File: src/rtl/shift_seq_pkg.sv
// Shared definitions for the shift sequencer: operation and amount-source
// encodings, FSM state enumeration and the width of the shift amount.
package shift_seq_pkg;

    // Only the low 5 bits of any amount source are significant.
    localparam int unsigned AMT_W = 5;

    typedef enum logic [1:0] {
        OP_SLL = 2'b00,
        OP_SRL = 2'b01,
        OP_SRA = 2'b10,
        OP_ROR = 2'b11
    } op_e;

    typedef enum logic [1:0] {
        AMT_SHAMT = 2'b00,
        AMT_CONST = 2'b01,
        AMT_RS    = 2'b10,
        AMT_MEM   = 2'b11
    } amt_sel_e;

    typedef enum logic [1:0] {
        ST_IDLE  = 2'b00,
        ST_SHIFT = 2'b01,
        ST_DONE  = 2'b10
    } state_e;

endpackage

File: src/rtl/shift_step.sv
// Combinational single-bit shift of a WIDTH-bit value.
//   din  : value to shift
//   op   : 00 SLL, 01 SRL, 10 SRA, 11 ROR
//   dout : din shifted/rotated by exactly one bit position
module shift_step
    import shift_seq_pkg::*;
#(
    parameter int unsigned WIDTH = 32
) (
    input  logic [WIDTH-1:0] din,
    input  logic [1:0]       op,
    output logic [WIDTH-1:0] dout
);

    always_comb begin
        dout = din;
        case (op_e'(op))
            OP_SLL:  dout = {din[WIDTH-2:0], 1'b0};
            OP_SRL:  dout = {1'b0, din[WIDTH-1:1]};
            OP_SRA:  dout = {din[WIDTH-1], din[WIDTH-1:1]};
            OP_ROR:  dout = {din[0], din[WIDTH-1:1]};
            default: dout = din;
        endcase
    end

endmodule

File: src/rtl/shift_sequencer.sv
// Multi-cycle shifter: captures an operand, operation and 5-bit amount on
// start, then shifts one bit per clock until the amount is exhausted.
//   clk, reset_n          : clock, asynchronous active-low reset
//   start, abort          : begin request (IDLE only) / cancel in SHIFT
//   op, amt_sel           : operation and amount source select
//   operand               : value to shift
//   shamt_in, rs_in, mem_in : amount sources, bits [4:0] used
//   busy, done, result    : SHIFT/DONE indicator, one-cycle completion
//                           pulse, shifted value (held outside SHIFT)
module shift_sequencer
    import shift_seq_pkg::*;
#(
    parameter int unsigned WIDTH     = 32,
    parameter int unsigned CONST_AMT = 16
) (
    input  logic             clk,
    input  logic             reset_n,
    input  logic             start,
    input  logic             abort,
    input  logic [1:0]       op,
    input  logic [1:0]       amt_sel,
    input  logic [WIDTH-1:0] operand,
    input  logic [WIDTH-1:0] shamt_in,
    input  logic [WIDTH-1:0] rs_in,
    input  logic [WIDTH-1:0] mem_in,
    output logic             busy,
    output logic             done,
    output logic [WIDTH-1:0] result
);

    localparam logic [AMT_W-1:0] CONST_AMT5 = AMT_W'(CONST_AMT);

    state_e           state, state_nxt;
    logic [AMT_W-1:0] cnt, cnt_nxt;
    logic [1:0]       op_q, op_nxt;
    logic [WIDTH-1:0] result_nxt;
    logic [WIDTH-1:0] step_out;
    logic [AMT_W-1:0] amt;

    // Upper bits of the amount sources are architecturally ignored.
    logic unused_amt_bits;
    assign unused_amt_bits = ^{shamt_in[WIDTH-1:AMT_W], rs_in[WIDTH-1:AMT_W],
                               mem_in[WIDTH-1:AMT_W]};

    always_comb begin
        amt = shamt_in[AMT_W-1:0];
        case (amt_sel_e'(amt_sel))
            AMT_SHAMT: amt = shamt_in[AMT_W-1:0];
            AMT_CONST: amt = CONST_AMT5;
            AMT_RS:    amt = rs_in[AMT_W-1:0];
            AMT_MEM:   amt = mem_in[AMT_W-1:0];
            default:   amt = shamt_in[AMT_W-1:0];
        endcase
    end

    shift_step #(.WIDTH(WIDTH)) u_step (
        .din  (result),
        .op   (op_q),
        .dout (step_out)
    );

    always_ff @(posedge clk or negedge reset_n) begin
        if (!reset_n) begin
            state  <= ST_IDLE;
            cnt    <= '0;
            op_q   <= '0;
            result <= '0;
        end else begin
            state  <= state_nxt;
            cnt    <= cnt_nxt;
            op_q   <= op_nxt;
            result <= result_nxt;
        end
    end

    always_comb begin
        state_nxt  = state;
        cnt_nxt    = cnt;
        op_nxt     = op_q;
        result_nxt = result;
        busy       = 1'b0;
        done       = 1'b0;
        case (state)
            ST_IDLE: begin
                // abort outranks a simultaneous start
                if (start && !abort) begin
                    op_nxt     = op;
                    result_nxt = operand;
                    cnt_nxt    = amt;
                    state_nxt  = (amt == '0) ? ST_DONE : ST_SHIFT;
                end
            end
            ST_SHIFT: begin
                busy = 1'b1;
                if (abort) begin
                    state_nxt = ST_IDLE;
                end else begin
                    result_nxt = step_out;
                    cnt_nxt    = cnt - AMT_W'(1);
                    if (cnt == AMT_W'(1))
                        state_nxt = ST_DONE;
                end
            end
            ST_DONE: begin
                busy      = 1'b1;
                done      = 1'b1;
                state_nxt = ST_IDLE;
            end
            default: state_nxt = ST_IDLE;
        endcase
    end

endmodule

File: config.mk
export PLATFORM = sky130hd
export DESIGN_NAME = shift_sequencer
export DESIGN_NICKNAME = d
export VERILOG_FILES = /design/src/rtl/shift_seq_pkg.sv /design/src/rtl/shift_step.sv /design/src/rtl/shift_sequencer.sv
export SDC_FILE = /design/constraint.sdc
export NUM_CORES = 1
export LEC_CHECK = 0
export CORE_ASPECT_RATIO = 0.5
export CORE_MARGIN = 2
export CORE_UTILIZATION = 37
export CTS_CLUSTER_DIAMETER = 80
export DETAILED_ROUTE_END_ITERATION = 7
export PLACE_DENSITY = 0.9
export SYNTH_ARGS = -nofsm -noshare
export SYNTH_HDL_FRONTEND = slang
export SYNTH_SLANG_ARGS = --single-unit
File: constraint.sdc
create_clock -name clk -period 2.23 [get_ports clk]
set_clock_uncertainty 0.1 [all_clocks]
set_input_delay 0.446 -clock clk [delete_from_list [all_inputs] [get_ports clk]]
set_output_delay 0.446 -clock clk [all_outputs]
set_load 0.01 [all_outputs]
==> impl_metrics.env <==
export IMPL_drt_first_iter_violations=183
export IMPL_yosys_cell_types_count=44
export IMPL_number_of_top_level_pins=170
export IMPL_die_y_um=63.7
export IMPL_r2r_setup_slack_ns=0.25
export IMPL_start_util_pct=38.9
export IMPL_first_global_vias=2478
export IMPL_ys_async_sr_fraction_pct=100
export IMPL_gr_usage_met2_pct=31.7
export IMPL_cts_sink_count=41
export IMPL_final_slew_violations=0
export IMPL_route_final_wire_length_um=7370
export IMPL_timing_critical_path_from_type="flop"
export IMPL_synthToLayoutAreaGrowth_pct=43.1
export IMPL_grt_busiest_layer="met2"
export IMPL_number_of_buffers_added_on_ports=88
export IMPL_syn_instance_count=299
export IMPL_cellLeakagePower_nw=1.62
export IMPL_viasPerCell=5.70
export IMPL_grt_first_pass_wirelength_um=12400
export IMPL_clk_transition_reported_paths_ns=0.06
export IMPL_worst_hold_path_type="input pin to async pin"
export IMPL_synth_top_cells_by_area="sky130_fd_sc_hd__dfrtp_1, sky130_fd_sc_hd__a21o_1, sky130_fd_sc_hd__o21ai_0, sky130_fd_sc_hd__a311oi_1, sky130_fd_sc_hd__a311oi_2"
export IMPL_die_width_um=123
export IMPL_design_final_nets=523
export IMPL_yosys_register_bits=41
export IMPL_wl_per_cell_um=15.6
export IMPL_cts_inserted_buffers=5
export IMPL_max_clock_freq_ghz=0.480
export IMPL_post_synth_top_area_fraction_pct=39.0
export IMPL_hpwlAfterDp_um=5140
export IMPL_seq_area_um2=1030
export IMPL_clock_insertion_delay_worst_skew_ns=0.28
export IMPL_post_cts_repair_setup_buffers=0
export IMPL_cts_tree="built"
export IMPL_dominantRegCellSynth="sky130_fd_sc_hd__dfrtp_1"
export IMPL_synth_sequential_area_ratio_pct=39.0
export IMPL_min_period_ns=2.08
export IMPL_tns_ns=0
export IMPL_worstMarginPinSlew_ns=0.635
export IMPL_cts_buffer_depth=2
export IMPL_worst_slack_ns=0.146
export IMPL_grt_met1_usage_pct=26.8
export IMPL_crit_path_max_fanout=3
export IMPL_worst_ir_drop_on_vdd_mv=0.505
export IMPL_ctsResizeCount=0
export IMPL_report_final_setup_viol=0
export IMPL_clk_root_buffer_cell="sky130_fd_sc_hd__clkbuf_16"
export IMPL_cpPeakStageDelay_ns=0.53
export IMPL_timing_rr_end="cnt[0]$_DFFE_PN0P_"
export IMPL_antenna_diode_count=0
export IMPL_multi_input_area_um2=1460
export IMPL_rsz_0062_raised_after_global_routing="false"
export IMPL_edff_count_synth=0
export IMPL_area_enclosed_by_the_die_boundary_um2=7850
export IMPL_antenna_left=0
export IMPL_postSynthNetCount=440
export IMPL_end_kind="output pin"
export IMPL_mapped_area_um2=2630
export IMPL_post_synth_cell_area_avg_um2=8.81
export IMPL_grtUsageMet3_pct=3.53
export IMPL_worst_r2r_path_depth=7
export IMPL_floorplan_rows=21
export IMPL_slew_headroom_pct=57.6
export IMPL_post_cts_hold_buffer_count=0
export IMPL_fillCellCount=568
export IMPL_coreArea_um2=6780
export IMPL_crit_path_cell_trace="inv_1 > ha_1 > clkdlybuf4s50_1"
export IMPL_post_route_util_pct=55.6
export IMPL_setup_worst_path_class="flop to output pin"
export IMPL_final_min_period_over_clock_period_pct=93.5
export IMPL_vias=2698
export IMPL_gr_total_overflow=0
export IMPL_critical_path_arrival_ns=1.54
export IMPL_number_of_antenna_violations_at_the_first_check_in_global_routing=0
export IMPL_finalHoldViolCount=0
export IMPL_ctsHtreeMaxLevel=2
export IMPL_power_density_nw_per_um2=1310
export IMPL_pre_cts_ws_ns=0.0150
export IMPL_reg2reg_from="state[1]$_DFFE_PN0P_"
export IMPL_status="complete, no violations"
export IMPL_crit_slowest_cell="sky130_fd_sc_hd__clkdlybuf4s50_1"
export IMPL_maxCapViolCount=0
export IMPL_synth_warning_count=0
export IMPL_remaining_drc_errors=0
export IMPL_firstDrtPassIters=4
export IMPL_grt_start_max_net_pins=77
export IMPL_ratio_of_cells_with_drive_above_1_in_the_final_layout_pct=10.5
export IMPL_required_ns=1.68
export IMPL_track_usage_pct=19.7
export IMPL_globalplace_congestion=0.823
export IMPL_yosysTopAreaCell="sky130_fd_sc_hd__dfrtp_1"
==> worst max-delay path by stage <==
stage,startpoint,endpoint,cells past startpoint
6_report,state[1]$_DFFE_PN0P_,busy,3
3_3_place_gp,amt_sel[1],state[0]$_DFFE_PN0P_,6
3_5_place_dp,amt_sel[1],state[0]$_DFFE_PN0P_,6
4_1_cts,state[1]$_DFFE_PN0P_,busy,3
5_1_grt,state[1]$_DFFE_PN0P_,busy,3
2_1_floorplan,state[1]$_DFFE_PN0P_,result[1]$_DFFE_PN0P_,7
==> kinds of logic (layout without fill, tap and decap cells) <==
kind of cell / count (synthesis) / in the layout / share of synthesized area (%)
adders and majority gates: 5 / 5 / 2.38
muxes: 8 / 8 / 3.33
and+or+nand+nor: 93 / 93 / 15.7
DFF: 41 / 41 / 39.0
buffers and inverters: 34 / 116 / 5.89
AOI/OAI and AO/OA: 118 / 118 / 33.7
==> cells in the final DEF, fill, tap and decap left out, types with 3 or more instances in the layout <==
cell                              netlist  layout
sky130_fd_sc_hd__clkbuf_16              0       5
sky130_fd_sc_hd__nor2b_1                3       3
sky130_fd_sc_hd__inv_1                  7       7
sky130_fd_sc_hd__a311oi_2              10      10
sky130_fd_sc_hd__nand2_1               35      35
sky130_fd_sc_hd__a21o_1                30      30
sky130_fd_sc_hd__ha_1                   5       4
sky130_fd_sc_hd__buf_4                  1      13
sky130_fd_sc_hd__o21ai_0               38      38
sky130_fd_sc_hd__nand3_1                6       6
sky130_fd_sc_hd__a21oi_1                5       5
sky130_fd_sc_hd__mux2i_1                5       5
sky130_fd_sc_hd__dfrtp_1               41      41
sky130_fd_sc_hd__clkdlybuf4s50_1        0      87
sky130_fd_sc_hd__a311oi_1              20      20
sky130_fd_sc_hd__nor2_1                34      33
==> flip-flops by register name (all words and copies together), names as in the netlist <==
| register | flops |
|---|---|
| result | 32 |
| cnt | 5 |
| state | 2 |
| op_q | 2 |
==> area by class of cell <==
| class | count | area share (%) |
|---|---|---|
| repair buffers | 103 | 26.9 |
| inverters | 7 | 0.697 |
| clock inverters | 1 | 0.133 |
| multi-input cells | 224 | 38.7 |
| flip-flops and latches | 41 | 27.2 |
| clock buffers | 5 | 3.32 |
| well taps | 92 | 3.05 |
==> critical path, delay by kind of cell, from the launching register on <==
kind	cells	cell delay (ns)
adder cells (fa/ha/maj)	1	0.28
buffers and inverters	2	0.62
flip-flops	1	0.37
==> cell usage after synthesis, drive strengths merged, types with 3 or more instances <==
master,n
o21ai,39
nand2,35
buf,6
a311oi,30
dfrtp,41
ha,5
nor2,34
nand3,6
a21oi,5
mux2i,5
mux2,3
inv,7
clkbuf,21
nor2b,3
a21o,30
==> routing by layer <==
| metal | up-vias | wire [µm] |
|---|---|---|
| met2 | 83 | 3690 |
| met3 | 17 | 402 |
| met5 | - | 0 |
| met4 | 0 | 141 |
| li1 | 1260 | - |
| met1 | 1338 | 3140 |
==> where the power goes <==
group | total, W | internal, W | switching (W)
Clock | 0.000669 | 0.000399 | 0.000270
Combinational | 0.00268 | 0.00135 | 0.00133
Sequential | 0.00157 | 0.00111 | 0.000463
==> stage by stage <==
| step | total power, W | hold slack, ns | cells | cell area [µm²] |
|---|---|---|---|---|
| final | 0.00493 | 0.0651 | 473 | 3770 |
| after global placement | 0.00416 | 0.382 | 467 | 3640 |
| after CTS | 0.00492 | 0.0796 | 473 | 3770 |
| after floorplan | 0.00305 | 0.0504 | 299 | 2630 |
| after global routing | 0.00526 | 0.125 | 473 | 3770 |
| after detailed placement | 0.00423 | 0.380 | 467 | 3640 |
No activity file was read; power rests on OpenSTA's default activity.
